<file path="src/rtl/sprite_blitter.sv">
// Sprite blitter: copies an SPR_W x SPR_H sprite from a synchronous ROM into the frame store.
// Defining BLIT_MIRROR_EN adds the mirror_x input for horizontal flipping.
module sprite_blitter #(
  parameter int FB_W   = 320,
  parameter int FB_H   = 240,
  parameter int FB_AW  = 18,
  parameter int SPR_W  = 32,
  parameter int SPR_H  = 32,
  parameter int SPR_AW = 10,
  parameter int CIDX_W = 5,
  parameter int TRANSP = 0
) (
  input  logic              Clk,
  input  logic              Reset_n,
  input  logic              start,
  input  logic [10:0]       pos_x,
  input  logic [10:0]       pos_y,
`ifdef BLIT_MIRROR_EN
  input  logic              mirror_x,
`endif
  output logic              busy,
  output logic              done,
  output logic [SPR_AW-1:0] spr_addr,
  input  logic [CIDX_W-1:0] spr_data,
  output logic              fb_we,
  output logic [FB_AW-1:0]  fb_addr,
  output logic [CIDX_W-1:0] fb_wdata
);

  localparam int CW = (SPR_W > 1) ? $clog2(SPR_W) : 1;
  localparam int RW = (SPR_H > 1) ? $clog2(SPR_H) : 1;
  localparam int DW = 12;
  localparam logic signed [DW-1:0] FB_W_S = DW'(FB_W);
  localparam logic signed [DW-1:0] FB_H_S = DW'(FB_H);
  localparam logic signed [DW-1:0] ZERO_S = '0;

  typedef enum logic [1:0] {IDLE, RUN, DRAIN, DONE} state_e;

  state_e                   state_q;
  logic [CW-1:0]            col_q, col_d;
  logic [RW-1:0]            row_q, row_d;
  logic signed [DW-1:0]     posx_q, posy_q;
  logic signed [DW-1:0]     s1x_q, s1y_q, s2x_q, s2y_q;
  logic                     s1v_q, s2v_q;
  logic                     drain_q, mirror_q;
  logic                     busy_q, done_q, fb_we_q;
  logic [SPR_AW-1:0]        spr_addr_q;
  logic [FB_AW-1:0]         fb_addr_q, fb_addr_d;
  logic [CIDX_W-1:0]        fb_wdata_q;
  logic                     last_pix, wr_en, mirror_in;
  logic signed [DW-1:0]     posx_in, posy_in;

`ifdef BLIT_MIRROR_EN
  assign mirror_in = mirror_x;
`else
  assign mirror_in = 1'b0;
`endif

  // Sign-extend to 12 bits so pos + col/row can never wrap into a neighbouring row.
  assign posx_in = {pos_x[10], pos_x};
  assign posy_in = {pos_y[10], pos_y};

  function automatic logic [SPR_AW-1:0] romAddr(input logic [CW-1:0] c,
                                                input logic [RW-1:0] r,
                                                input logic          m);
    int cc;
    cc = m ? (SPR_W - 1 - int'(c)) : int'(c);
    return SPR_AW'(int'(r) * SPR_W + cc);
  endfunction

  always_comb begin
    col_d    = col_q + CW'(1);
    row_d    = row_q;
    if (col_q == CW'(SPR_W - 1)) begin
      col_d = '0;
      row_d = row_q + RW'(1);
    end
    last_pix  = (col_q == CW'(SPR_W - 1)) && (row_q == RW'(SPR_H - 1));
    // Stage 2 pairs the returning ROM data with the destination it was issued for.
    wr_en     = s2v_q && (s2x_q >= ZERO_S) && (s2x_q < FB_W_S) &&
                (s2y_q >= ZERO_S) && (s2y_q < FB_H_S) &&
                (spr_data != CIDX_W'(TRANSP));
    fb_addr_d = FB_AW'(int'(s2y_q) * FB_W + int'(s2x_q));
  end

  always_ff @(posedge Clk or negedge Reset_n) begin
    if (!Reset_n) begin
      state_q    <= IDLE;
      col_q      <= '0;
      row_q      <= '0;
      posx_q     <= '0;
      posy_q     <= '0;
      s1x_q      <= '0;
      s1y_q      <= '0;
      s2x_q      <= '0;
      s2y_q      <= '0;
      s1v_q      <= 1'b0;
      s2v_q      <= 1'b0;
      drain_q    <= 1'b0;
      mirror_q   <= 1'b0;
      busy_q     <= 1'b0;
      done_q     <= 1'b0;
      fb_we_q    <= 1'b0;
      spr_addr_q <= '0;
      fb_addr_q  <= '0;
      fb_wdata_q <= '0;
    end else begin
      done_q  <= 1'b0;
      fb_we_q <= wr_en;
      if (wr_en) begin
        fb_addr_q  <= fb_addr_d;
        fb_wdata_q <= spr_data;
      end
      s2x_q <= s1x_q;
      s2y_q <= s1y_q;
      s2v_q <= s1v_q;
      case (state_q)
        IDLE: begin
          if (start) begin
            state_q    <= RUN;
            busy_q     <= 1'b1;
            col_q      <= '0;
            row_q      <= '0;
            posx_q     <= posx_in;
            posy_q     <= posy_in;
            mirror_q   <= mirror_in;
            spr_addr_q <= romAddr('0, '0, mirror_in);
            s1x_q      <= posx_in;
            s1y_q      <= posy_in;
            s1v_q      <= 1'b1;
          end
        end
        RUN: begin
          if (last_pix) begin
            state_q <= DRAIN;
            s1v_q   <= 1'b0;
            drain_q <= 1'b0;
          end else begin
            col_q      <= col_d;
            row_q      <= row_d;
            spr_addr_q <= romAddr(col_d, row_d, mirror_q);
            s1x_q      <= posx_q + DW'(col_d);
            s1y_q      <= posy_q + DW'(row_d);
          end
        end
        DRAIN: begin
          if (drain_q) begin
            state_q <= DONE;
            done_q  <= 1'b1;
          end else begin
            drain_q <= 1'b1;
          end
        end
        DONE: begin
          state_q <= IDLE;
          busy_q  <= 1'b0;
        end
        default: state_q <= IDLE;
      endcase
    end
  end

  assign busy     = busy_q;
  assign done     = done_q;
  assign spr_addr = spr_addr_q;
  assign fb_we    = fb_we_q;
  assign fb_addr  = fb_addr_q;
  assign fb_wdata = fb_wdata_q;

endmodule

</file>
<file path="config.mk">
export PLATFORM = sky130hd
export DESIGN_NAME = sprite_blitter
export DESIGN_NICKNAME = d
export VERILOG_FILES = /design/src/rtl/sprite_blitter.sv
export SDC_FILE = /design/constraint.sdc
export NUM_CORES = 1
export LEC_CHECK = 0
export ABC_AREA = 0
export CAP_MARGIN = 15
export CORE_MARGIN = 10
export CORE_UTILIZATION = 55
export CTS_BUF_LIST = sky130_fd_sc_hd__clkbuf_16
export DETAILED_ROUTE_END_ITERATION = 7
export PLACE_DENSITY_LB_ADDON = 0.15
export SLEW_MARGIN = 20
export SYNTH_ARGS = -nofsm -noshare
export SYNTH_HDL_FRONTEND = slang
export SYNTH_SLANG_ARGS = --single-unit
</file>
<file path="constraint.sdc">
create_clock -name Clk -period 7.45 [get_ports Clk]
set_clock_uncertainty 0.1 [all_clocks]
set_input_delay 1.8625 -clock Clk [delete_from_list [all_inputs] [get_ports Clk]]
set_output_delay 1.8625 -clock Clk [all_outputs]
set_load 0.1 [all_outputs]
</file>
Word-level counts from Yosys, hierarchy flattened. Cells that the tools add are included.

Flip-flop bits (word level): 121. Output and inout port bits: 36.

Add/sub/neg operators: 6. Multiply operators: 1. Order comparisons: 4. Equality and inequality tests: 9. Multiplexer cells: 27. Reduce and logical (&&, ||, !) cells: 17.

Operators by type and width (count): $mux W12 (4); $pmux W12 S2 (2); $mux W5 (5); $add A11 B6 Y12 (2); $ge A12 B1 Y1 const B (2); $mux W10 (2); $pmux W10 S2 (1); $pmux W5 S2 (2); $add A18 B12 Y18 (1); $lt A12 B10 Y1 const B (1); $lt A12 B9 Y1 const B (1); $mul A12 B4 Y12 const B (1); $add A10 B5 Y10 (1); $add A5 B1 Y5 const B (2); $eq A5 B5 Y1 const B (2); $reduce_and A3 Y1 (3); $ne A2 B2 Y1 const B (4); $pmux W2 S4 (1); $logic_and A1 B1 Y1 (6); $mux W2 (3); $pmux W1 S2 (3); $reduce_and A2 Y1 (3); $reduce_bool A2 Y1 (3); $reduce_bool A5 Y1 (1); 4 further kinds (8).

Depth between registers and ports, before layout.
Depth after elaboration: 6. Gate-level depth with buffers: 15. Gate-level depth less buffers: 15.

Worst setup path after synthesis. OpenSTA, ideal clock, no wires.

Path kind: reg2reg. Start point: register col_q[0]. End point: register s1y_q[7]. Setup time: 126 ps. Data arrival time: 3583 ps. Setup slack: 3641 ps. Stages on the path, launching flop included: 13. Clock period less this slack: 3809 ps. Path through: dfrtp_1 ha_1 and3_1 ha_1 buf_4 mux2_2 ha_1 a21o_1 a21o_1 a211oi_2 nor3_1 xor2_1 a221o_1.

Longest elaborated chain between the ends: 5.

RTL lines: start: declaration (line 40) `logic [CW-1:0] col_q, col_d;`; start signal: assignment (line 139) `col_q <= col_d;`; $eq A5 B5 Y1 * (line 74, 78); $mux W5 (line 74) `if (col_q == CW'(SPR_W - 1)) begin`; $add A11 B6 Y12 (line 143) `s1y_q <= posy_q + DW'(row_d);`; $mux W12 (line 134) `if (last_pix) begin`; $pmux W12 S2 (line 117) `case (state_q)`; end signal: assignment (line 129) `s1y_q <= posy_in;`; end signal: assignment (line 143); end: declaration (line 43) `logic signed [DW-1:0] s1x_q, s1y_q, s2x_q, s2y_q;`.

Mark *: on every way between the ends. The rest lies on a longest branch, timed or not. The select of a mux whose other input is x is not followed. A chain may end at the register's enable or synchronous reset.

==> results.cfg <==
[global_route]
antenna_found_initial = 0
gr-total-overflow = 0
grt_use_total_pct = 17.11
grt_pass1_vias = 4433
grt_max_degree = 70
grt_pass1_wl_um = 21160

[cts]
clk_latency_ns = 0.34
post_cts_resized = 0
cts_buffer_depth = 2
path_clk_slew_ns = 0.08
cts_hold_buf = 0
cts.htree.levels = 3
cts_tree = built
postCtsSetupBuffers = 0
cts.sinks = 111
root_buffer = clkbuf_16
cts_made_buffers = 9

[worst_setup_path]
worstSetupPathType = reg2out
max_stage_delay_ns = 1.18
crit_chain = clkdlybuf4s50_1
cp_slowest_cell = clkdlybuf4s50_1
path_max_fanout = 5
startpoint_type = flip-flop
r2r_setup_slack_ns = 3.80
crit_family = buffers and inverters
cp.required_ns = 5.49
crit_path_end_kind = primary output
path_buf_inv = 1
cp_data_arrival_time_ns = 1.96

[sta]
grt_setup_unrepaired = false
finalSetupViolCount = 0
hold_viol = 0
slew_viol_final = 0
max_freq_mhz = 254.8
fin_crit_sh_pct = 52.69
finalWorstSetupSlack_ns = 3.525
fin_setup_tns_ns = 0
tightest_slew_ns = 1.030
period_needed_ns = 3.925
max-slew-margin-rel_pct = 31.20

[drt]
wl_um = 12440
top_layer = met4
via_per_inst = 5.594
remaining_drc_errors = 0
via_count = 4246
met2_length_um = 6145
wire_per_inst_um = 16.38
ant_nets = 0
dr.pass1.iters = 4
wl_met1_um = 5598
wl_met3_um = 546
drt_first_iter_violations = 262

[status]
outcome = finished clean

[logic_synthesis]
synth.area.mux_share_pct = 7.073
synth_compound_area_share_pct = 13.29
synth_top_family_by_area = simple AND/OR/NAND/NOR gates
synth_edf_count = 0
synth_most_common_cell = dfrtp_1
ys_seq_elements = 111
ys.flop_type = dfrtp_1
synthCells = 558
synthesis.nets = 639
synthAdderAreaFrac_pct = 11.41
avgSynthCellArea_um2 = 10.49
yosysUniqueCellTypes = 56
yosysWarnings = 0
ys_async_sr_fraction_pct = 100.0
synth_area_leaders = dfrtp_1 47%, ha_1 10%, nand2_1 5.7%
synth-simple-area-share_pct = 13.35
synthXorXnorAreaFrac_pct = 4.637
yosysTopAreaCellShare_pct = 47.44
synthTopCellsByCount = 111 x dfrtp_1, 89 x nand2_1, 47 x ha_1
synth_top_area_cell = dfrtp_1
syn_area_um2 = 5856
ys_seq_area_share_pct = 47.44

[place]
hpwlAfterDp_um = 9210
portBuffers = 65
dpl_cell_area_um2 = 6611
dp_slack_ns = 3.258
gp_congestion = 0.8236

[die]
ios = 66
die_h_um = 123.2
dieArea_um2 = 15170
start_util_pct = 56.47
rows = 37
chipWidth_um = 123.2
core_um2 = 10370

[final_layout]
num_antenna_cells = 0
nFillCells = 820
seq_area_um2 = 2778
layout.nets = 699
syn2layout_area_growth_pct = 17.86
multiInputGateArea_um2 = 2914
layout-drive-gt1-share_pct = 8.989
design_area_um2 = 6902

[min_path]
min_path_type = reg2reg

[run]
drv_cap = 0
-- through the flow --
step           util (%)  instances  hold WS [ns]
2_1_floorplan         -        558        0.2501
3_3_place_gp      63.75        743        0.2586
3_5_place_dp      63.75        743        0.2612
4_1_cts           66.55        759        0.2733
5_1_grt           66.55        759        0.2879
6_report          66.55        759        0.2703
-- final timing paths --
check                      startpoint           to  cells past startpoint
max                          row_q[1]  spr_addr[6]                      1
min                          s1x_q[4]     s2x_q[4]                      0
max reg2reg                  col_q[0]     s1y_q[7]                     11
min reg2reg                  s1x_q[4]     s2x_q[4]                      0
max in group asynchronous     Reset_n     s1x_q[8]                      2
min in group asynchronous     Reset_n  fb_addr[15]                      1
-- cells by family (layout without fill, tap and decap cells) --
logic type	Yosys count	after routing
multiplexers	38	38
AND/OR/NAND/NOR	172	172
XOR/XNOR	31	31
adder cells (fa/ha/maj)	51	51
buffers and inverters	39	104
flip-flops	111	111
AO/OA/AOI/OAI	116	116
-- layer usage --
layer | vias up | GRT usage [%]
li1 | 2080 | -
met1 | 2078 | 21.82
met2 | 78 | 29.23
met3 | 10 | 3.692
met4 | 0 | 3.785
met5 | - | 0
-- cells in the final DEF (no fill, tap or decap), types with 3 or more instances in the layout --
cell / synthesis / routed
xnor2_1: 14 / 14
o21a_1: 7 / 7
inv_1: 19 / 19
buf_4: 2 / 5
clkinv_4: 0 / 3
a22o_1: 5 / 5
nor2_1: 20 / 20
or3_1: 7 / 7
a221o_1: 4 / 4
o21ai_0: 38 / 38
a21oi_1: 19 / 19
clkbuf_16: 0 / 9
nor2b_1: 7 / 7
nand3_1: 10 / 10
nand2_1: 89 / 89
and3_1: 12 / 12
nand4_1: 3 / 3
a21o_1: 11 / 11
mux2i_1: 11 / 11
ha_1: 47 / 47
clkdlybuf4s50_1: 0 / 64
a211o_1: 4 / 4
dfrtp_1: 111 / 111
nor3_1: 13 / 13
xor2_1: 17 / 17
mux2_2: 27 / 27
fa_1: 4 / 4
-- final cells by class --
class | instances | share of cell area (%)
Sequential cell | 111 | 40.25
Multi-Input combinational cell | 408 | 42.22
Inverter | 19 | 1.033
Clock buffer | 9 | 3.263
Timing Repair Buffer | 69 | 9.826
Clock inverter | 7 | 0.9427
Tap cell | 136 | 2.466
-- sequential cells by signal, summed over array words and instances, names as in the netlist, 11 cells and up --
register  cells
fb_addr      18
posx_q       11
posy_q       11
s1x_q        12
s1y_q        12
s2x_q        12
s2y_q        12
Power is not shown: default switching activity piles up to over one toggle a cycle in this logic, so the estimate is an artifact.
